$ cat src/rtl/mem_port_arbiter.sv
// Arbitrates one variable-latency memory port between instruction fetch and data access.
// Data wins by default; a fetch is forced through after STARVE_LIMIT consecutive data wins.
//
// state    | meaning
// ---------+-----------------------------------------------------------
// IDLE     | no access in flight; arbitrate on each rising edge
// I_ACCESS | fetch access in flight; waiting for mem_ack
// D_ACCESS | data load/store in flight; waiting for mem_ack
module mem_port_arbiter #(
    parameter int WORD_SIZE    = 16,
    parameter int STARVE_LIMIT = 4
) (
    input  logic                 clk,
    input  logic                 reset,
    input  logic                 i_readM,
    input  logic [WORD_SIZE-1:0] i_address,
    output logic [WORD_SIZE-1:0] i_data,
    output logic                 i_ready,
    input  logic                 d_readM,
    input  logic                 d_writeM,
    input  logic [WORD_SIZE-1:0] d_address,
    input  logic [WORD_SIZE-1:0] d_wdata,
    output logic [WORD_SIZE-1:0] d_rdata,
    output logic                 d_ready,
    output logic                 mem_req,
    output logic                 mem_we,
    output logic [WORD_SIZE-1:0] mem_address,
    output logic [WORD_SIZE-1:0] mem_wdata,
    input  logic [WORD_SIZE-1:0] mem_rdata,
    input  logic                 mem_ack,
    output logic [1:0]           grant_owner
);

    localparam int CNT_W = $clog2(STARVE_LIMIT + 1);
    localparam logic [CNT_W-1:0] STARVE_MAX = CNT_W'(STARVE_LIMIT);

    localparam logic [1:0] IDLE     = 2'd0;
    localparam logic [1:0] I_ACCESS = 2'd1;
    localparam logic [1:0] D_ACCESS = 2'd2;

    logic [1:0]       state;
    logic [CNT_W-1:0] starveCnt;
    logic             dEligible;
    logic             iEligible;
    logic             grantData;
    logic             grantFetch;

    // The !ready terms stop a request still held during its own ready pulse from being re-granted.
    assign dEligible = (d_readM | d_writeM) & ~d_ready;
    assign iEligible = i_readM & ~i_ready;

    always_comb begin
        grantData  = dEligible & ~(iEligible & (starveCnt == STARVE_MAX));
        grantFetch = iEligible & ~grantData;
    end

    // State encoding matches the owner code, so the owner output is the state register itself.
    assign grant_owner = state;

    always_ff @(posedge clk or posedge reset) begin
        if (reset) begin
            state       <= IDLE;
            starveCnt   <= '0;
            i_data      <= '0;
            i_ready     <= 1'b0;
            d_rdata     <= '0;
            d_ready     <= 1'b0;
            mem_req     <= 1'b0;
            mem_we      <= 1'b0;
            mem_address <= '0;
            mem_wdata   <= '0;
        end else begin
            i_ready <= 1'b0;
            d_ready <= 1'b0;
            case (state)
                IDLE: begin
                    if (grantData) begin
                        state       <= D_ACCESS;
                        mem_req     <= 1'b1;
                        mem_we      <= d_writeM;
                        mem_address <= d_address;
                        mem_wdata   <= d_wdata;
                        if (iEligible)
                            starveCnt <= (starveCnt == STARVE_MAX) ? STARVE_MAX : starveCnt + 1'b1;
                        else
                            starveCnt <= '0;
                    end else if (grantFetch) begin
                        state       <= I_ACCESS;
                        mem_req     <= 1'b1;
                        mem_we      <= 1'b0;
                        mem_address <= i_address;
                        starveCnt   <= '0;
                    end
                end
                I_ACCESS: begin
                    if (mem_ack) begin
                        state   <= IDLE;
                        mem_req <= 1'b0;
                        i_ready <= 1'b1;
                        i_data  <= mem_rdata;
                    end
                end
                D_ACCESS: begin
                    if (mem_ack) begin
                        state   <= IDLE;
                        mem_req <= 1'b0;
                        d_ready <= 1'b1;
                        if (!mem_we)
                            d_rdata <= mem_rdata;
                    end
                end
                default: state <= IDLE;
            endcase
        end
    end

endmodule
$ cat config.mk
export PLATFORM = sky130hd
export DESIGN_NAME = mem_port_arbiter
export DESIGN_NICKNAME = d
export VERILOG_FILES = /design/src/rtl/mem_port_arbiter.sv
export SDC_FILE = /design/constraint.sdc
export NUM_CORES = 1
export LEC_CHECK = 0
export CORE_AREA = 4 4 98 100
export CTS_CLUSTER_DIAMETER = 50
export DETAILED_ROUTE_END_ITERATION = 7
export DIE_AREA = 0 0 102 104
export GPL_ROUTABILITY_DRIVEN = 0
export GPL_TIMING_DRIVEN = 0
export PLACE_DENSITY = 0.7
export SYNTH_ARGS = -nofsm -noshare
export SYNTH_HDL_FRONTEND = slang
export SYNTH_SLANG_ARGS = --single-unit
$ cat constraint.sdc
create_clock -name clk -period 2 [get_ports clk]
set_clock_uncertainty 0.1 [all_clocks]
set_input_delay 0.2 -clock clk [delete_from_list [all_inputs] [get_ports clk]]
set_output_delay 0.2 -clock clk [all_outputs]
set_load 0.02 [all_outputs]
==> metrics.csv, run 1 <==
stage,metric,value,unit
sta,period_minus_slack,1.90,ns
detailed_routing,detail_route.vias_per_cell,5.15,
sta,rsz_0062_raised_after_global_routing,true,
synth,syn_area,3230,µm²
critical_path,r2r.worst_path.cells,8,
critical_path,rr_endpoint,mem_address[7],
sta,final-hold-violation-count,0,
detailed_routing,via_count,2659,
detailed_routing,drc_violation_count_after_routing,0,
critical_path,critical_path_cell_count,8,
clocking,cts.sink_count,73,
critical_path,cpMaxStageDelayCell,dfrtp_2,
critical_path,r2r_setup_slack,0.1,ns
clocking,clock-root-buffer,clkbuf_8,
critical_path,crit_arrival,2.02,ns
critical_path,critPathBufInv,4,
critical_path,slowest_delay,0.42,ns
synth,netlist_top_cells_area,"dfrtp_1 (57%), mux2_2 (13%), a211oi_1 (3.7%)",
grt,wire_length_of_the_first_global_routing_pass,14400,µm
critical_path,worstPathRequired,2.12,ns
power_and_ir_drop,max-vdd-ir-drop,0.728,mV
synth,yosysTopAreaCell,dfrtp_1,
clocking,htreeDepth,3,
clocking,clock_path_buffers,2,
sta,slew_viol_final,0,
detailed_routing,dr.pass1.iters,4,
critical_path,path_common_cell,buf_2,
finish,final_nets,479,
synth,synth_cell_types,36,
power_and_ir_drop,power_frac_seq,0.314,
synth,synth-edff-count,0,
die,placement_rows,34,
clocking,clock_insertion_delay_worst_skew,0.34,ns
synth,area_fraction_of_the_dominant_cell_type_after_synthesis,0.565,
finish,layout-drive-gt1-share,0.206,
die,fp.dieArea,10600,µm²
critical_path,crit_start,grant_owner[0],
placement,port_buffers,139,
detailed_routing,wire_per_inst,17.3,µm
critical_path,worst_r2r_start,grant_owner[0],
power_and_ir_drop,total_power,8310,µW
critical_path,critical_path.endpoint,mem_address[7],
die,die_w,102,µm
grt,first_global_vias,2927,
synth,synth.most_common_cell,dfrtp_1,
power_and_ir_drop,p_comb_frac,0.532,
synth,yosys_warnings,0,
clocking,tritoncts.num_buffers,9,
detailed_routing,detail_route.iter0.violations,109,
critical_path,worst_path_dominant_cell_family,buffers and inverters,
power_and_ir_drop,switching_share,0.377,
min_path,hp-class,input pin to async pin,
die,core-area,8680,µm²
power_and_ir_drop,cellInternalPower,5170,µW
outcome,outcome,"complete, no violations",
finish,layout.core_utilization,0.579,
synth,ys_seq_area_frac,0.565,
synth,netlist_top_cells_count,"dfrtp_1 (73), mux2_2 (37), a31oi_1 (18), nand3_1 (17), o21ai_0 (17)",
sta,finalSetupViolCount,0,
sta,timing.final.crit_share,0.952,
synth,synth-seq-cells,73,
finish,area.growth.synth_to_final,55.5,%
clocking,tritoncts,done,
critical_path,path_max_fanout,10,
sta,fmax,525,MHz
finish,n_fill_cell,775,
sta,transition_at_the_pin_with_the_smallest_max_transition_slack,0.821,ns
die,initial_utilization,0.372,
detailed_routing,drt-total-wl,8950,µm
synth,synth.avg_cell_area,12.9,µm²
detailed_routing,drtAntennaViolNets,0,
grt,initial_antenna_violation_count,0,
power_and_ir_drop,power.switching,3140,µW
critical_path,critical_path.startpoint_type,flip-flop,
clocking,cts.clk_slew.worst_paths,0.09,ns
critical_path,crit_path_end_kind,flip-flop,
job,cap_viol_max_count,0,
placement,place.detailed.hpwl,6680,µm
synth,syn_nets,326,
critical_path,worstSetupPathType,flip-flop to flip-flop,
die,vertical_die_dimension,104,µm
synth,async_flop_share,1.00,
grt,grt_overflow,0,
power_and_ir_drop,clock_power_share,0.154,
critical_path,worstPathCellList,inv_1 > ha_1 > buf_2 > and3b_1 > buf_2 > buf_4 > a211oi_1 > a31oi_1,
die,floorplan.io_pins,140,
grt,grt.total_usage,0.170,
power_and_ir_drop,power_density,1650,nW/µm²
finish,antenna-diode-count,0,
synth,post_synth_inst_count,250,
sta,worst_slew_slack_as_a_fraction_of_its_limit,0.451,
clocking,cts_hold_buf,0,
power_and_ir_drop,p_leak,0.00209,µW
synth,dominant_synthesized_flop_cell,dfrtp_1,
grt,grt_start_max_net_pins,39,
## through the flow
| step | setup slack, ns | instances | hold slack, ns | setup TNS (ns) | cell area (µm²) |
|---|---|---|---|---|---|
| after global routing | -0.0378 | 516 | 0.306 | -0.126 | 5030 |
| after global placement | -0.0436 | 497 | 0.373 | -2.98 | 4760 |
| after floorplan | 0.122 | 250 | 0.232 | 0 | 3240 |
| after CTS | 0.0132 | 514 | 0.275 | 0 | 5000 |
| after detailed placement | 0.00450 | 498 | 0.386 | 0 | 4780 |
| final | 0.0955 | 516 | 0.250 | 0 | 5030 |
## worst min path at each step
stage / end / cells after the start / slack, ns
floorplan: d_rdata[13] / 1 / 0.23
global placement: d_rdata[3] / 1 / 0.37
detailed placement: d_rdata[2] / 1 / 0.39
CTS: mem_wdata[9] / 2 / 0.27
global route: mem_wdata[9] / 2 / 0.31
finish: mem_wdata[9] / 2 / 0.25
## worst reg2reg max path: stages (launching register included)
cell and delay (ns):
dfrtp_2 0.42, inv_1 0.08, ha_1 0.18, buf_2 0.17, and3b_1 0.19, buf_2 0.16
buf_4 0.18, a211oi_1 0.24, a31oi_1 0.07
## layout make-up
class	count	area, µm²	area share
inverters	9	37.5	0.00747
multi-input cells	150	1280	0.255
well taps	108	135	0.0269
repair buffers	142	1430	0.284
flip-flops and latches	73	1830	0.364
clock inverters	7	93.8	0.0187
clock buffers	9	124	0.0246
plain buffers	18	101	0.0202
## routing by layer
metal | global-route usage | routed length (µm) | vias to the layer above
met4 | 0.0553 | 160 | 0
met5 | 0 | 0 | -
met2 | 0.277 | 4290 | 112
li1 | - | - | 1231
met1 | 0.199 | 3550 | 1302
met3 | 0.0724 | 950 | 14
## cells in the final DEF, fill, tap and decap left out, types with 6 or more instances in the layout
cell type	count
clkdlybuf4s50_1	139
dfrtp_1	72
mux2_2	37
a31oi_1	18
o21ai_0	17
nand3_1	17
a211oi_1	15
buf_2	9
clkbuf_8	9
mux2_4	8
inv_1	8
ha_1	6
## kinds of logic after synthesis
| logic type | share of synthesized area |
|---|---|
| flip-flops | 0.565 |
| adder cells (fa/ha/maj) | 0.0232 |
| AND/OR/NAND/NOR | 0.0658 |
| AO/OA/AOI/OAI | 0.129 |
| buffers and inverters | 0.0403 |
| multiplexers | 0.177 |
## what timing repair did
item                                   CTS  global route
setup buffers                            0             2
endpoints found under the hold margin    0             0
setup endpoints to repair                0            36
gates resized for setup                  0             6
## state kept, by name, summed over array words and instances (netlist names), 2 cells and up
name,flops
d_rdata,16
i_data,16
mem_address,16
mem_wdata,16
starveCnt,3
grant_owner,2
## power by group through the flow
stage	clock, µW	combinational, µW	sequential, µW
after global routing	1380	4730	2710
final	1280	4420	2610
after detailed placement	0	4400	2640
after floorplan	0	1550	3460
after CTS	1310	4420	2620
after global placement	0	4340	2590
(Power assumes the default switching activity.)
==> run 2, diff against run 1 <==
==> config.mk (replaced) <==
export PLATFORM = sky130hd
export DESIGN_NAME = mem_port_arbiter
export DESIGN_NICKNAME = d
export VERILOG_FILES = /design/src/rtl/mem_port_arbiter.sv
export SDC_FILE = /design/constraint.sdc
export NUM_CORES = 1
export LEC_CHECK = 0
export CORE_AREA = 4 4 93 95
export CTS_CLUSTER_DIAMETER = 50
export DETAILED_ROUTE_END_ITERATION = 7
export DIE_AREA = 0 0 97 99
export GPL_ROUTABILITY_DRIVEN = 0
export GPL_TIMING_DRIVEN = 0
export PLACE_DENSITY = 0.75
export SETUP_SLACK_MARGIN = 0.5
export SYNTH_ARGS = -nofsm -noshare
export SYNTH_HDL_FRONTEND = slang
export SYNTH_SLANG_ARGS = --single-unit
==> constraint.sdc (replaced) <==
create_clock -name clk -period 1.9 [get_ports clk]
set_clock_uncertainty 0.1 [all_clocks]
set_input_delay 0.19 -clock clk [delete_from_list [all_inputs] [get_ports clk]]
set_output_delay 0.19 -clock clk [all_outputs]
set_load 0.02 [all_outputs]
==> metrics.csv, run 2 (same netlist as run 1, synthesis figures left out) <==
stage,metric,value,unit,change
sta,period_minus_slack,1.68,ns,-0.221 ns
critical_path,critical_path.startpoint_type,flip-flop,,
sta,finalSetupViolCount,0,,unchanged
critical_path,crit_arrival,1.80,ns,-0.22 ns
clocking,tritoncts.num_buffers,9,,unchanged
clocking,cts.sink_count,73,,unchanged
sta,final.setup.tns,0,ns,unchanged
finish,final_nets,510,,+6.5%
sta,fin_hold_ws,0.219,ns,-0.0313 ns
detailed_routing,drtAntennaViolNets,0,,unchanged
finish,area.growth.synth_to_final,79.3,%,
critical_path,worst_r2r_start,grant_owner[1],,
sta,worst_slew_slack_as_a_fraction_of_its_limit,0.494,,+0.0430
die,core-area,7730,µm²,-11%
die,die_w,97,µm,-4.9%
grt,initial_antenna_violation_count,0,,unchanged
detailed_routing,via_count,2838,,+6.7%
finish,layout.cells.most_common_list,"dfrtp_1 (69), clkdlybuf4s50_1 (69), dlygate4sd2_1 (51)",,
die,floorplan.io_pins,140,,unchanged
die,placement_rows,32,,-5.9%
grt,grt_overflow,0,,unchanged
sta,final-hold-violation-count,0,,unchanged
sta,timing.final.crit_share,0.886,,-0.0665
sta,slew_viol_final,0,,unchanged
clocking,clock_path_buffers,2,,unchanged
detailed_routing,drt-total-wl,10100,µm,+13%
grt,wire_length_of_the_first_global_routing_pass,16000,µm,+11%
min_path,hp-class,input pin to async pin,,
critical_path,r2r.worst_path.cells,7,,-1
grt,grt.total_usage,0.209,,+0.0390
detailed_routing,dr.pass1.iters,4,,unchanged
job,cap_viol_max_count,0,,unchanged
detailed_routing,wire_per_inst,18.6,µm,+7.4%
finish,n_fill_cell,520,,-33%
critical_path,worstSetupPathType,flip-flop to flip-flop,,
die,vertical_die_dimension,99,µm,-4.8%
grt,first_global_vias,3106,,+6.1%
critical_path,rr_endpoint,d_rdata[15],,
clocking,clock_insertion_delay_worst_skew,0.34,ns,about the same
power_and_ir_drop,p_leak,0.00263,µW,+26%
finish,antenna-diode-count,0,,unchanged
power_and_ir_drop,power_density,1710,nW/µm²,+3.2%
clocking,clock-root-buffer,clkbuf_8,,
die,fp.dieArea,9600,µm²,-9.5%
placement,port_buffers,139,,unchanged
clocking,htreeDepth,3,,unchanged
detailed_routing,detail_route.iter0.violations,117,,+7.3%
sta,transition_at_the_pin_with_the_smallest_max_transition_slack,0.757,ns,-0.0643 ns
power_and_ir_drop,max-vdd-ir-drop,0.918,mV,+26%
detailed_routing,detail_route.vias_per_cell,5.25,,+1.8%
clocking,cts.clk_slew.worst_paths,0.09,ns,about the same
finish,layout-drive-gt1-share,0.378,,+0.172
die,initial_utilization,0.418,,+0.0458
grt,grt_start_max_net_pins,42,,+7.7%
critical_path,path_max_fanout,5,,-5
sta,rsz_0062_raised_after_global_routing,true,,
finish,final_std_cells_w_o_fill,541,,+4.8%
outcome,outcome,"complete, no violations",,
detailed_routing,drc_violation_count_after_routing,0,,unchanged
critical_path,r2r_setup_slack,0.22,ns,+0.12 ns
clocking,tritoncts,done,,
critical_path,crit_path_end_kind,flip-flop,,
critical_path,worstPathRequired,2.02,ns,-0.10 ns
placement,place.detailed.hpwl,6610,µm,-1.1%
placement,placedCellCount,492,,-1.2%
sta,fmax,594,MHz,+13%
[run 2: how the worst max path moves through the flow]
stage                         from        endpoint  slack [ns]  cells after the start
finish              grant_owner[1]     d_rdata[15]        0.22                      7
global route        grant_owner[0]    mem_wdata[0]        0.18                      7
CTS                 grant_owner[1]      d_rdata[1]        0.23                      7
detailed placement         i_readM    mem_wdata[6]       -0.09                      5
global placement             reset         d_ready       -0.22                      2
floorplan           grant_owner[0]  mem_address[0]        0.22                      8
[run 2: critical path: stages (launching register included)]
cell     delay [ns]
dfrtp_2        0.43
buf_6          0.13
ha_4           0.14
and2_4         0.15
nand2_8        0.07
buf_12         0.12
buf_12         0.12
mux2_4         0.30
[run 2: metrics by stage]
step / area (µm²) / setup slack, ns / total power, µW / util
floorplan: 3490 / 0.224 / 5790 / -
global placement: 5010 / -0.217 / 7820 / 0.648
detailed placement: 5030 / -0.0852 / 7930 / 0.651
CTS: 5620 / 0.233 / 9590 / 0.727
global route: 5800 / 0.181 / 10400 / 0.750
finish: 5800 / 0.217 / 9890 / 0.750
[run 2: report_power, final]
group	internal (µW)	switching (µW)	total (µW)
registers	2330	459	2790
clock network	880	617	1500
logic	2930	2680	5610
total	6140	3760	9890
[run 2: metal layers]
layer / up-vias / global-route usage / routed length, µm
met5: - / 0 / 0
met4: 0 / 0.0583 / 158
met3: 13 / 0.0899 / 939
met2: 135 / 0.342 / 4900
met1: 1388 / 0.252 / 4080
li1: 1302 / - / -
[run 2: repair_timing]
| action | in CTS | in global routing |
|---|---|---|
| cloned | 5 | 1 |
| pin swaps | 19 | 3 |
| hold endpoints to repair | 0 | 0 |
| setup endpoints to repair | 134 | 90 |
| setup buffers | 19 | 8 |
| gates resized for setup | 117 | 42 |
| hold buffers | 0 | 0 |
[run 2: layout make-up]
cell class	count	area, µm²	area share
Clock buffer	10	128	0.0220
Buffer	18	199	0.0343
Sequential cell	73	1830	0.316
Clock inverter	6	115	0.0199
Timing Repair Buffer	173	1770	0.306
Multi-Input combinational cell	150	1580	0.273
Tap cell	102	128	0.0220
Inverter	9	40.0	0.00691
